===== src/rtl/spi_controller.sv =====
// spi_controller: 16-bit mode-0 SPI write master with a registered SCLK/CS/COPI
// and a minimum CS-high gap after every frame.
module spi_controller #(
  parameter int CLK_DIV = 4,
  parameter int CS_GAP  = 4
) (
  input  logic       clk,
  input  logic       rst_n,
  input  logic       start,
  input  logic       rw,
  input  logic [6:0] addr,
  input  logic [7:0] wdata,
  output logic       busy,
  output logic       done,
  output logic       spi_sclk,
  output logic       spi_copi,
  output logic       spi_cs
);
  typedef enum logic [2:0] {IDLE, LOW, HIGH, HOLD, GAP} state_t;
  localparam logic [7:0] DIV_END = 8'(CLK_DIV - 1);
  localparam logic [7:0] GAP_END = 8'(CS_GAP - 1);
  state_t      state_q, state_d;
  logic [7:0]  cnt_q, cnt_d;
  logic [3:0]  bit_q, bit_d;
  logic [15:0] frame_q, frame_d;
  logic        active_d;
  always_comb begin
    state_d = state_q;
    cnt_d   = cnt_q + 8'd1;
    bit_d   = bit_q;
    frame_d = frame_q;
    case (state_q)
      IDLE: begin
        cnt_d = '0;
        if (start) begin
          frame_d = {rw, addr, wdata};
          bit_d   = 4'd15;
          state_d = LOW;
        end
      end
      LOW: if (cnt_q == DIV_END) begin
        cnt_d   = '0;
        state_d = HIGH;
      end
      HIGH: if (cnt_q == DIV_END) begin
        cnt_d   = '0;
        state_d = (bit_q == 4'd0) ? HOLD : LOW;
        bit_d   = (bit_q == 4'd0) ? bit_q : bit_q - 4'd1;
      end
      HOLD: if (cnt_q == DIV_END) begin
        cnt_d   = '0;
        state_d = GAP;
      end
      GAP: if (cnt_q == GAP_END) begin
        cnt_d   = '0;
        state_d = IDLE;
      end
      default: state_d = IDLE;
    endcase
  end
  // Pins are registered from the next state so they change together with it.
  assign active_d = (state_d == LOW) || (state_d == HIGH) || (state_d == HOLD);
  always_ff @(posedge clk or negedge rst_n) begin
    if (!rst_n) begin
      state_q  <= IDLE;
      cnt_q    <= '0;
      bit_q    <= '0;
      frame_q  <= '0;
      spi_cs   <= 1'b1;
      spi_sclk <= 1'b0;
      spi_copi <= 1'b0;
      busy     <= 1'b0;
      done     <= 1'b0;
    end else begin
      state_q  <= state_d;
      cnt_q    <= cnt_d;
      bit_q    <= bit_d;
      frame_q  <= frame_d;
      spi_cs   <= !active_d;
      spi_sclk <= state_d == HIGH;
      spi_copi <= active_d & frame_d[bit_d];
      busy     <= state_d != IDLE;
      done     <= (state_q == GAP) && (state_d == IDLE);
    end
  end
endmodule


===== config.mk =====
export PLATFORM = sky130hd
export DESIGN_NAME = spi_controller
export DESIGN_NICKNAME = d
export VERILOG_FILES = /design/src/rtl/spi_controller.sv
export SDC_FILE = /design/constraint.sdc
export NUM_CORES = 1
export LEC_CHECK = 0
export ABC_AREA = 1
export CAP_MARGIN = 20
export CORE_UTILIZATION = 35
export DETAILED_ROUTE_END_ITERATION = 10
export DONT_BUFFER_PORTS = 1
export PLACE_DENSITY = 0.46
export SYNTH_ARGS = -nofsm -noshare
export SYNTH_HDL_FRONTEND = slang
export SYNTH_SLANG_ARGS = --single-unit

===== constraint.sdc =====
create_clock -name clk -period 2.4 [get_ports clk]
set_clock_uncertainty 0.15 [all_clocks]
set_input_delay 0.24 -clock clk [delete_from_list [all_inputs] [get_ports clk]]
set_output_delay 0.24 -clock clk [all_outputs]
set_load 0.1 [all_outputs]

==> results of run 1 <==
==> worst max-delay path: stages (launching register included) <==
cell	delay, ps
dfrtp_1	430
inv_1	140
ha_1	250
nand3_2	170
nand3_4	150
clkinv_1	80
nand2_1	100
nand3_4	100
inv_2	100
nand3_1	80
nand3_1	70
nand2_1	50
nor2_1	120
nor2_1	50
==> logic make-up after synthesis <==
family,synth area share
muxes,0.00549
xor gates and xnor gates,0.00961
buffers and inverters,0.0727
adders and majority gates,0.0137
DFF,0.495
and+or+nand+nor,0.351
AOI/OAI and AO/OA,0.0522
==> worst max path at each step <==
stage                  startpoint            endpoint  slack [ps]  cells past startpoint
6_report       bit_q[0]$_DFF_PN0_  spi_copi$_DFF_PN0_         250                     13
5_1_grt        bit_q[0]$_DFF_PN0_  spi_copi$_DFF_PN0_          40                     13
4_1_cts        bit_q[0]$_DFF_PN0_  spi_copi$_DFF_PN0_         160                     13
3_5_place_dp   bit_q[0]$_DFF_PN0_  spi_copi$_DFF_PN0_         190                     13
3_3_place_gp   bit_q[0]$_DFF_PN0_  spi_copi$_DFF_PN0_         290                     13
2_1_floorplan  bit_q[0]$_DFF_PN0_  spi_copi$_DFF_PN0_         410                     13
==> state kept, by name, indices dropped and copies added (netlist names) <==
| signal | cells |
|---|---|
| cnt_q | 8 |
| spi_cs | 1 |
| state_q | 3 |
| spi_copi | 1 |
| busy | 1 |
| bit_q | 4 |
| spi_sclk | 1 |
| done | 1 |
| frame_q | 16 |
==> metal layers <==
metal  global-route usage  vias up
met2                0.253       37
met5                    0        -
met3               0.0325        6
met1                0.213      686
li1                     -      747
met4               0.0641        0
==> stage by stage <==
stage / util / cell area, sq um / total power [mW] / setup WS [ps] / instances
final: 0.447 / 2180 / 1.07 / 253 / 306
after global placement: 0.389 / 1900 / 0.618 / 288 / 280
after detailed placement: 0.389 / 1900 / 0.618 / 189 / 280
after global routing: 0.447 / 2180 / 1.12 / 36.9 / 306
after CTS: 0.446 / 2180 / 1.09 / 159 / 306
after floorplan: - / 1820 / 0.618 / 406 / 213
==> power by group through the flow <==
| stage | sequential (mW) | clock [mW] | combinational [mW] |
|---|---|---|---|
| 6_report | 0.607 | 0.431 | 0.0375 |
| 5_1_grt | 0.606 | 0.473 | 0.0418 |
| 4_1_cts | 0.606 | 0.449 | 0.0385 |
| 3_5_place_dp | 0.618 | 0 | 0.0000475 |
| 3_3_place_gp | 0.618 | 0 | 0.0000475 |
| 2_1_floorplan | 0.618 | 0 | 0.0000475 |
==> cells in the final DEF (no fill, tap or decap), drive strengths merged <==
cell type	count
or2	1
xnor2	1
ha	2
nor2	20
inv	23
clkbuf	8
xor2	1
a31oi	2
nand3	23
nand4	9
buf	5
o31ai	2
o32ai	1
nor3	4
dfstp	1
a21oi	4
nand2	72
dfrtp	35
mux2i	1
dlygate4sd3	17
a22oi	1
clkinv	2
o21ai	3
o211ai	1
==> repair_timing <==
| item | in CTS | in global routing |
|---|---|---|
| endpoints found under the setup margin | 0 | 1 |
| hold endpoints to repair | 52 | 0 |
| gates resized for setup | 0 | 1 |
| buffers inserted | 0 | 0 |
| hold buffers | 18 | 0 |
==> final cells by class <==
class | instances | area [sq um]
well taps | 67 | 83.8
fillers | 493 | 2700
clock buffers | 8 | 90.1
flip-flops and latches | 36 | 902
inverters | 25 | 93.8
repair buffers | 22 | 220
multi-input cells | 148 | 793
==> summary.md, run 1 <==
| Metric | Value |
|---|---|
| Die ar. | roughly 5500 sq um |
| Number of max-cap violations | 0 |
| Clock Path Buffers | 2 |
| FF+latch count, synth | 36 |
| Post-synthesis cell type count | 36 |
| Worst min-delay path class | in -> reg |
| Starting Density | 0.374 |
| Asr flop ratio synth | 1.00 |
| Commonest cells in the netlist | nand2_1 (71), dfrtp_1 (35), nand3_1 (19), inv_1 (17), nor2_1 (17) |
| Final setup viols | 0 |
| I/O Pins | 24 |
| DR vias/cell | between 4 and 5 |
| DRT iter0 DRCs | 84 |
| Final GP Congestion | slightly below 0.9 |
| Period utilisation layout | 0.895 |
| Worst hold margin | 153 ps |
| Global-route wire length before repair | between 6 and 7 mm |
| WL met2 | 1.77 mm |
| Die height | 74.2 um |
| Flop pwr share | 0.564 |
| Leak | 1.08 nW |
| Syn Inst Count | between 200 and 250 |
| Top layer in use | met4 |
| Primary FF master, synth | dfrtp_1 |
| Yosys warnings | 0 |
| GRT Overall Usage | 0.159 |
| DP HPWL | 2.74 mm |
| Share of the synthesized area in the top cell type | 0.480 |
| Top cells by area, synth | dfrtp_1 (48%), nand2_1 (15%), nand3_1 (5.2%) |
| Max transition margin | 0.420 |
| Reg-to-Reg Start | bit_q[0]$_DFF_PN0_ |
| Cell area after synthesis | 1820 sq um |
| FP Rows | 25 |
| Via count | 1476 |
| Num CTS Buffers | 5 |
| Die Width | between 70 and 80 um |
| First-pass iteration count of the detailed router | 4 |
| Worst setup SP type | register |
| Final nets | ~260 |
| Hold endpoint | spi_cs$_DFF_PN1_ |
| Final hold violations | 0 |
| Pint | roughly 860 uW |
| CTS Sinks | 36 |
| Mean Syn Cell Area | about 8.6 sq um |
| Seq/Total Area, Yosys | 0.495 |
| Most common cell in the netlist | nand2_1 |
| Critical Path AT | around 2200 ps |
| Critical Path Fanout Max | 6 |
| Final WL | 3.80 mm |
| Reg2Reg Depth | 13 |
| Root Driver | clkbuf_8 |
| Port bufs | 0 |
| RSZ-0062 raised after global routing | false |
| Wl on met1 | roughly 1.8 mm |
| Area Growth Syn to Fin | 19.8% |
| Post-Syn Nets | 234 |
| Setup TNS Final | 0 ps |
| WL/cell | between 10 and 15 um |
| Nature of the critical path endpoint | register |
| Switching pwr | 212 uW |
| Achievable frequency | roughly 470 MHz |
| Met3 WL | roughly 140 um |
| Comb pwr share | 0.035 |
| Crit path kind | reg -> reg |
| Worst hold path depth | 3 |
| DRT antenna net count | 0 |
| ANT cells | 0 |
| H-tree depth | 2 |
| Post-synth EDFFs | 0 |
| Worst vdd ir | about 0.3 mV |
| Worst-skew pair later-pin latency | approximately 280 ps |
| Post-synthesis cell type with the largest combined area | dfrtp_1 |
| Fin. max-slew vios | 0 |
| Largest net degree at the start of global routing | 37 |
| Reg2reg setup slack | approximately 250 ps |
| GRT overflow | 0 |
| Power per cell area | roughly 490 nW/um^2 |
| Layout cells sized above 1 | 0.130 |
| HP Start | start |
| Status | completed |
| Initial antenna violation count | 0 |
| CTS clk-pin slew, worst paths | approximately 70 ps |
| Core area | just under 5000 sq um |
| Reg2reg end | spi_copi$_DFF_PN0_ |
| Number of global-route vias before repair | between 1000 and 1500 |
| Sw frac | 0.198 |
| Final min period | about 2100 ps |
| Clk pwr share | 0.401 |
| Worst Path Required | 2430 ps |
| Worst slew pin tran | 871 ps |
| DRC Markers | 0 |
| CTS tree | done |
(Power assumes the default switching activity.)
==> run 2: changes to the inputs <==
- GPL_TIMING_DRIVEN: not set -> 0
==> run 2 against run 1 <==
Clock power grew 7.2%; highest routed layer unchanged; worst hold slack got worse by 30 ps; non-clock buffer count unchanged; fmax up 0.74%; critical path type unchanged.
==> summary.md, run 2 (synthesis results as in run 1) <==
| Metric | Value |
|---|---|
| DP HPWL | ~2.7 mm |
| Final GP Congestion | about 0.87 |
| Worst-skew pair later-pin latency | between 200 and 300 ps |
| Achievable frequency | approximately 470 MHz |
| Clk pwr share | 0.418 |
| Worst slew pin tran | roughly 870 ps |
| Final setup viols | 0 |
| Reg-to-Reg Start | bit_q[0]$_DFF_PN0_ |
| Root Driver | clkbuf_8 |
| Final WL | between 3 and 4 mm |
| Reg2Reg Depth | 13 |
| Worst setup SP type | register |
| H-tree depth | 2 |
| DRT iter0 DRCs | 79 |
| Final nets | 259 |
| Commonest non-fill, non-tap cell in the layout | nand2_1 |
| Number of max-cap violations | 0 |
| Wl on met1 | 1.82 mm |
| I/O Pins | 24 |
| DRT antenna net count | 0 |
| Starting Density | 0.374 |
| Final hold violations | 0 |
| Worst hold margin | about 120 ps |
| Worst Path Required | approximately 2400 ps |
| WL met2 | approximately 1.7 mm |
| Overall Power | between 1 and 1.5 mW |
| Worst min-delay path class | in -> reg |
| Reg2reg setup slack | roughly 270 ps |
| CTS tree | done |
| Top layer in use | met4 |
| Critical Path Fanout Max | 6 |
| Flop pwr share | 0.548 |
| GRT overflow | 0 |
| Worst vdd ir | between 0.2 and 0.25 mV |
| First-pass iteration count of the detailed router | 4 |
| Pint | 884 uW |
| Final min period | 2130 ps |
| Power per cell area | 503 nW/um^2 |
| Hold endpoint | frame_q[14]$_DFF_PN0_ |
| Die ar. | approximately 5500 sq um |
| Critical Path AT | around 2200 ps |
| Max reg flops | 16 |
| Global-route wire length before repair | roughly 6.6 mm |
| Clock Path Buffers | 2 |
| Comb pwr share | 0.034 |
| Port bufs | 0 |
| Met3 WL | about 160 um |
| Max transition margin | 0.420 |
| Largest net degree at the start of global routing | 37 |
| Die height | 74.2 um |
| Post-Layout Inst Area | between 2000 and 2500 sq um |
| Core area | ~5000 sq um |
| FP Rows | 25 |
| Post-CTS setup buffers | 0 |
| Reg2reg end | spi_copi$_DFF_PN0_ |
| Area Growth Syn to Fin | 20.7% |
| Via count | approximately 1500 |
| WL/cell | between 10 and 15 um |
| Largest registers | frame_q: 16 flops, cnt_q: 8 flops, bit_q: 4 flops |
| Fin. max-slew vios | 0 |
| Num CTS Buffers | 5 |
| Switching pwr | between 200 and 250 uW |
| CTS clk-pin slew, worst paths | around 70 ps |
| Setup TNS Final | 0 ps |
| ANT cells | 0 |
| Initial antenna violation count | 0 |
| DRC Markers | 0 |
| Status | completed |
| Sw frac | 0.201 |
| HP Start | start |
| Commonest cells after routing, fill and taps aside | nand2_1 (71), dfrtp_1 (35), nand3_1 (18) |
| Die Width | ~74 um |
| CTS Sinks | 36 |
| DR vias/cell | a little under 5 |
| Layout cells sized above 1 | 0.139 |
| Period utilisation layout | 0.888 |
| Crit path kind | reg -> reg |
| Leak | about 1.1 nW |
| RSZ-0062 raised after global routing | false |
| Area after DPL | 1910 sq um |
| GRT Overall Usage | 0.158 |
| Filler cell count | 501 |
| Worst hold path depth | 4 |
| Most flops, register | frame_q |
| Nature of the critical path endpoint | register |
| Number of global-route vias before repair | 1434 |
run 2: critical path, cell delays in order (launching register included):
cell and delay [ps]:
dfrtp_1 420, inv_1 130, ha_2 230, nand3_2 150, nand3_4 140, clkinv_1 80, nand2_1 110, nand3_4 100
inv_2 100, nand3_1 70, nand3_1 70, nand2_1 50, nor2_1 150, nor2_1 60
run 2: metal layers:
metal / vias up / track usage
li1: 748 / -
met3: 8 / 0.0434
met2: 33 / 0.238
met5: - / 0
met4: 0 / 0.0662
met1: 680 / 0.214
run 2: worst max path at each step:
stage	from	endpoint	slack (ps)
final	bit_q[0]$_DFF_PN0_	spi_copi$_DFF_PN0_	270
after global routing	bit_q[0]$_DFF_PN0_	spi_copi$_DFF_PN0_	8
after CTS	bit_q[0]$_DFF_PN0_	spi_copi$_DFF_PN0_	130
after detailed placement	bit_q[0]$_DFF_PN0_	spi_copi$_DFF_PN0_	170
after floorplan	bit_q[0]$_DFF_PN0_	spi_copi$_DFF_PN0_	410
after global placement	bit_q[0]$_DFF_PN0_	spi_copi$_DFF_PN0_	140
run 2: cell type report:
type | instances | area [sq um] | area share
sequential | 36 | 902 | 0.410
tap | 67 | 83.8 | 0.0381
buffer | 4 | 38.8 | 0.0176
inverter | 25 | 93.8 | 0.0426
timing repair buffer | 18 | 190 | 0.0864
multi-input combinational | 148 | 796 | 0.362
clock buffer | 7 | 96.3 | 0.0438
run 2: power by group through the flow:
| stage | clock, mW | sequential, mW | combinational, mW |
|---|---|---|---|
| 2_1_floorplan | 0 | 0.618 | 0.0000475 |
| 3_3_place_gp | 0 | 0.618 | 0.0000475 |
| 3_5_place_dp | 0 | 0.618 | 0.0000475 |
| 4_1_cts | 0.483 | 0.606 | 0.0393 |
| 5_1_grt | 0.507 | 0.606 | 0.0415 |
| 6_report | 0.462 | 0.607 | 0.0373 |
run 2: what timing repair did:
action | CTS | global route
hold buffers | 18 | 0
endpoints found under the hold margin | 52 | 0
gates resized for setup | 0 | 2
endpoints found under the setup margin | 0 | 1
run 2: per-stage QoR:
step                      worst slack, ps  std cells  utilization
final                                 268        305        0.451
after detailed placement              165        280        0.391
after CTS                             130        305        0.449
after floorplan                       406        213            -
after global routing                 7.92        305        0.451
after global placement                139        280        0.391
==> run 3: changes to the inputs <==
- CTS_CLUSTER_DIAMETER: not set -> 150
==> results of run 3 <==
No change in the layout: final DEF, timing and power equal those of run 2.
==> RTL change 1, RTL diff (settings of run 1) <==
Register the inputs `start`, `rw`, `addr` and `wdata` before use, with the module's reset. The logic sees them one clock later.
--- a/src/rtl/spi_controller.sv
+++ b/src/rtl/spi_controller.sv
@@ -21,2 +21,22 @@
   localparam logic [7:0] GAP_END = 8'(CS_GAP - 1);
+
+  logic start_q;
+  logic rw_q;
+  logic [6:0] addr_q;
+  logic [7:0] wdata_q;
+
+  always_ff @(posedge clk or negedge rst_n) begin
+    if (!rst_n) begin
+      start_q <= '0;
+      rw_q    <= '0;
+      addr_q  <= '0;
+      wdata_q <= '0;
+    end else begin
+      start_q <= start;
+      rw_q    <= rw;
+      addr_q  <= addr;
+      wdata_q <= wdata;
+    end
+  end
+
   state_t      state_q, state_d;
@@ -34,4 +54,4 @@
         cnt_d = '0;
-        if (start) begin
-          frame_d = {rw, addr, wdata};
+        if (start_q) begin
+          frame_d = {rw_q, addr_q, wdata_q};
           bit_d   = 4'd15;
Behaviour: not the same (Yosys sat finds a counterexample within 4 cycles, from zero or initial values and one cycle with rst_n low).
==> RTL change 1 against run 1 <==
- die area grew 22%
- critical path depth is 1 lower
- synthesized area is 23% higher
- sequential cell count up 17
- routed wire length is 12% higher
- non-clock buffer count is 1 higher
- cell count increased by 13%
- cell area grew 22%
- worst setup slack gained 0.050 ns
Power is not compared: it rests on default switching activity, and its combinational part moved more than twofold at a synthesized area within 25%.
==> RTL change 1: results <==
[clock_tree]
holdBufCountCts = 19
clk_latency_ns = 0.30
path_clk_slew_ns = 0.09
cts.sinks = 53

[final_layout]
stdcell_count = 346
drive_above_1_share_pct = 11.8
multi_input_area_share_pct = 28.5
buffers = 23
multi_input_gates = 150
nonClkBufAreaFrac_pct = 8.89

[timing]
fmax_mhz = 477
hold_slack_ns = 0.314
worst_slew_pin_slew_ns = 0.862

[global_routing]
grtUsageMet1_pct = 18.7
grtUsageMet3_pct = 3.33
grt_usage_pct = 15.0

[critical_path]
rrSetupSlack_ns = 0.30
cpPeakStageDelay_ns = 0.38
worstPathMaxFanout = 8
cp.arrival_ns = 2.19

[logic_synthesis]
postSynthCellCount = 244
yosysSeqAreaShare_pct = 59.2
netlist_top_cells_count = nand2_1, dfrtp_1, inv_1

[status]
status = completed

[place]
hpwl_um = 2910
place.gp.congestion = 0.776

[drt]
wl_met1_um = 2080
-- RTL change 1: cell types whose count changed after synthesis, moves of 5 or more --
cell	change
inv_1	+17
dfrtp_1	+17
nand2_1	-10
or2_2	+5
o21ai_0	+7
-- RTL change 1: kinds of logic after synthesis --
kind of cell / Yosys count / share of synthesized area, %
AO/OA/AOI/OAI: 19 / 4.86
XOR/XNOR: 2 / 0.781
adder cells (fa/ha/maj): 2 / 1.12
buffers and inverters: 41 / 7.25
flip-flops: 53 / 59.2
multiplexers: 1 / 0.446
AND/OR/NAND/NOR: 126 / 26.3
-- RTL change 1: final timing paths --
path | depth (start not counted) | endpoint
max in group asynchronous | 2 | spi_cs
min reg2reg | 1 | cnt_q[0]
max | 12 | done
max reg2reg | 12 | done
min | 2 | frame_q[5]
min in group clk | 1 | cnt_q[0]
-- RTL change 1: worst reg2reg max path, delay by kind of cell, from the launching register on --
family	cells	cell delay [ns]
simple gates	7	0.72
fa+ha+maj	1	0.23
flops	1	0.38
buf+inv	2	0.29
compound gates	2	0.27
==> RTL change 2, RTL diff (flow settings as in run 1) <==
Without the edit above. Reset style: synchronous (`rst_n`), changed in one clocked block.
--- a/src/rtl/spi_controller.sv
+++ b/src/rtl/spi_controller.sv
@@ -62,3 +62,3 @@
   assign active_d = (state_d == LOW) || (state_d == HIGH) || (state_d == HOLD);
-  always_ff @(posedge clk or negedge rst_n) begin
+  always_ff @(posedge clk) begin
     if (!rst_n) begin
Formal check against the unedited RTL: differs if rst_n is asserted again (counterexample within 4 cycles, from zero or initial values and one cycle with rst_n low); with rst_n held inactive, the same outputs for 10 cycles.
==> RTL change 2 against run 1 <==
- sequential cell count stayed put
- synthesized area down 2.0%
- cell count is 7.8% higher
- routed wire length decreased by 0.61%
- worst setup slack improved by 0.12 ns
- critical endpoint is now spi_copi
- cell area decreased by 4.4%
Power is not compared: it rests on default switching activity, and its combinational part moved more than twofold at a synthesized area within 25%.
==> RTL change 2: results <==
[logic_synthesis]
yosysSeqAreaShare_pct = 40.3
postSynthCellCount = 242
synthAdderAreaFrac_pct = 1.40
synth-compound-area-share_pct = 8.26
yosysWarnings = 0
synth_xor_area_share_pct = 2.94
muxShareOfSynthArea_pct = 1.12
synth_area_leaders = dfxtp_1, nand2_1, nor2_1
async_reset_ff_share_pct = 0
netlist_top_cells_count = nand2_1, nor2_1, dfxtp_1
syn_nets = 263
ys_types = 31

[status]
status = completed

[global_routing]
grt_pass1_vias = 1361
grt_pass1_wl_um = 6350
antenna_found_initial = 0
grt_max_degree = 19
grt_usage_pct = 15.6

[drt]
routed_wirelength_um = 3770
drtIter0Drc = 89
vias = 1467
vias_per_cell = 4.45
first_pass_iters = 4

[clock_tree]
htreeDepth = 2
clk_path_buf_depth = 2
cts_root_buffer = clkbuf_8
tritoncts.num_buffers = 5
path_clk_slew_ns = 0.07
post_cts_buffers = 0

[place]
port_buffers = 0
placed_area_um2 = 1910
hpwl_um = 2790
dp.cells = 313
place.gp.congestion = 0.765

[hold_path]
hp-class = input port to register
hold_depth = 2
min_from = wdata[4]

[critical_path]
reg2reg_from = cnt_q[0]
path_class = register to register
cp.arrival_ns = 2.07
endpoint = spi_copi
rrSetupSlack_ns = 0.37
ff2ff_path_depth = 12
worstPathMaxFanout = 8

[final_layout]
top_regs = frame_q: 16 flops, cnt_q: 8 flops, bit_q: 4 flops
nets = 283
drive_above_1_share_pct = 14.4

[flow_run]
maxCapViolations = 0

[timing]
max_slew_margin_pct = 75.5

[power]
power.leakage_nw = 0.970
vdd_drop_max_mv = 0.306
-- RTL change 2: cell types whose count changed in the layout (fill, tap and decap cells not counted), moves of 5 or more --
cell	before	now
nand2_1	71	49
o21a_1	0	6
dfxtp_1	0	36
nand4_1	8	0
nor2_1	17	37
dlygate4sd3_1	17	9
dfrtp_1	35	0
inv_2	6	1
inv_1	17	26
nand2_2	0	6
or2_2	0	6
a21oi_1	3	12
-- RTL change 2: timing repair --
item / 4_1_cts / 5_1_grt
resized for setup: 0 / 0
endpoints found under the setup margin: 0 / 0
hold buffers: 9 / 0
endpoints found under the hold margin: 11 / 0
-- RTL change 2: how the worst min path moves through the flow --
stage | slack [ns] | to
final | 0.02 | frame_q[4]
after global routing | 0.02 | frame_q[4]
after CTS | 0.008 | frame_q[4]
after detailed placement | 0.20 | state_q[1]
after global placement | 0.19 | bit_q[1]
after floorplan | 0.19 | bit_q[1]
-- RTL change 2: per-stage QoR --
step           worst slack (ns)  total power [mW]  hold slack, ns
2_1_floorplan             0.620             0.861           0.188
3_3_place_gp              0.333             0.915           0.190
3_5_place_dp              0.363             0.913           0.197
4_1_cts                   0.351              1.37         0.00795
5_1_grt                   0.119              1.43          0.0211
6_report                  0.368              1.35          0.0237
-- RTL change 2: power by group --
part           internal [mW]  leakage, nW  switching (mW)
clock                  0.234       0.0455           0.208
combinational         0.0933        0.629           0.175
sequential             0.630        0.295          0.0127
-- RTL change 2: cell type report --
class | count | area (um2)
Fill cell | 517 | 2730
Multi-Input combinational cell | 173 | 932
Sequential cell | 36 | 721
Timing Repair Buffer | 17 | 150
Inverter | 29 | 111
Clock buffer | 8 | 90.1
Tap cell | 67 | 83.8
-- RTL change 2: kinds of logic after synthesis --
group           after synthesis
xor+xnor                      6
mux                           2
buf+inv                      33
compound gates               26
flops                        36
simple gates                137
fa+ha+maj                     2
-- RTL change 2: metal layers --
layer	GRT usage [%]	up-vias	part of all wire, %
met5	0	-	0
met4	5.13	0	1.1
met3	4.80	5	3.9
met2	21.7	22	39
met1	22.5	634	56
li1	-	806	-
-- RTL change 2: worst max-delay path, stage by stage, from the launching register on --
cell and delay (ns):
dfxtp_1 0.36, ha_1 0.24, nand2_2 0.12, nor2_8 0.22, nand3_4 0.12, nand2_1 0.11, nand2_1 0.05, nor2_1 0.18
nand3_1 0.11, nand3_1 0.10, nand3_1 0.07, nand2_1 0.06, nor2_1 0.04
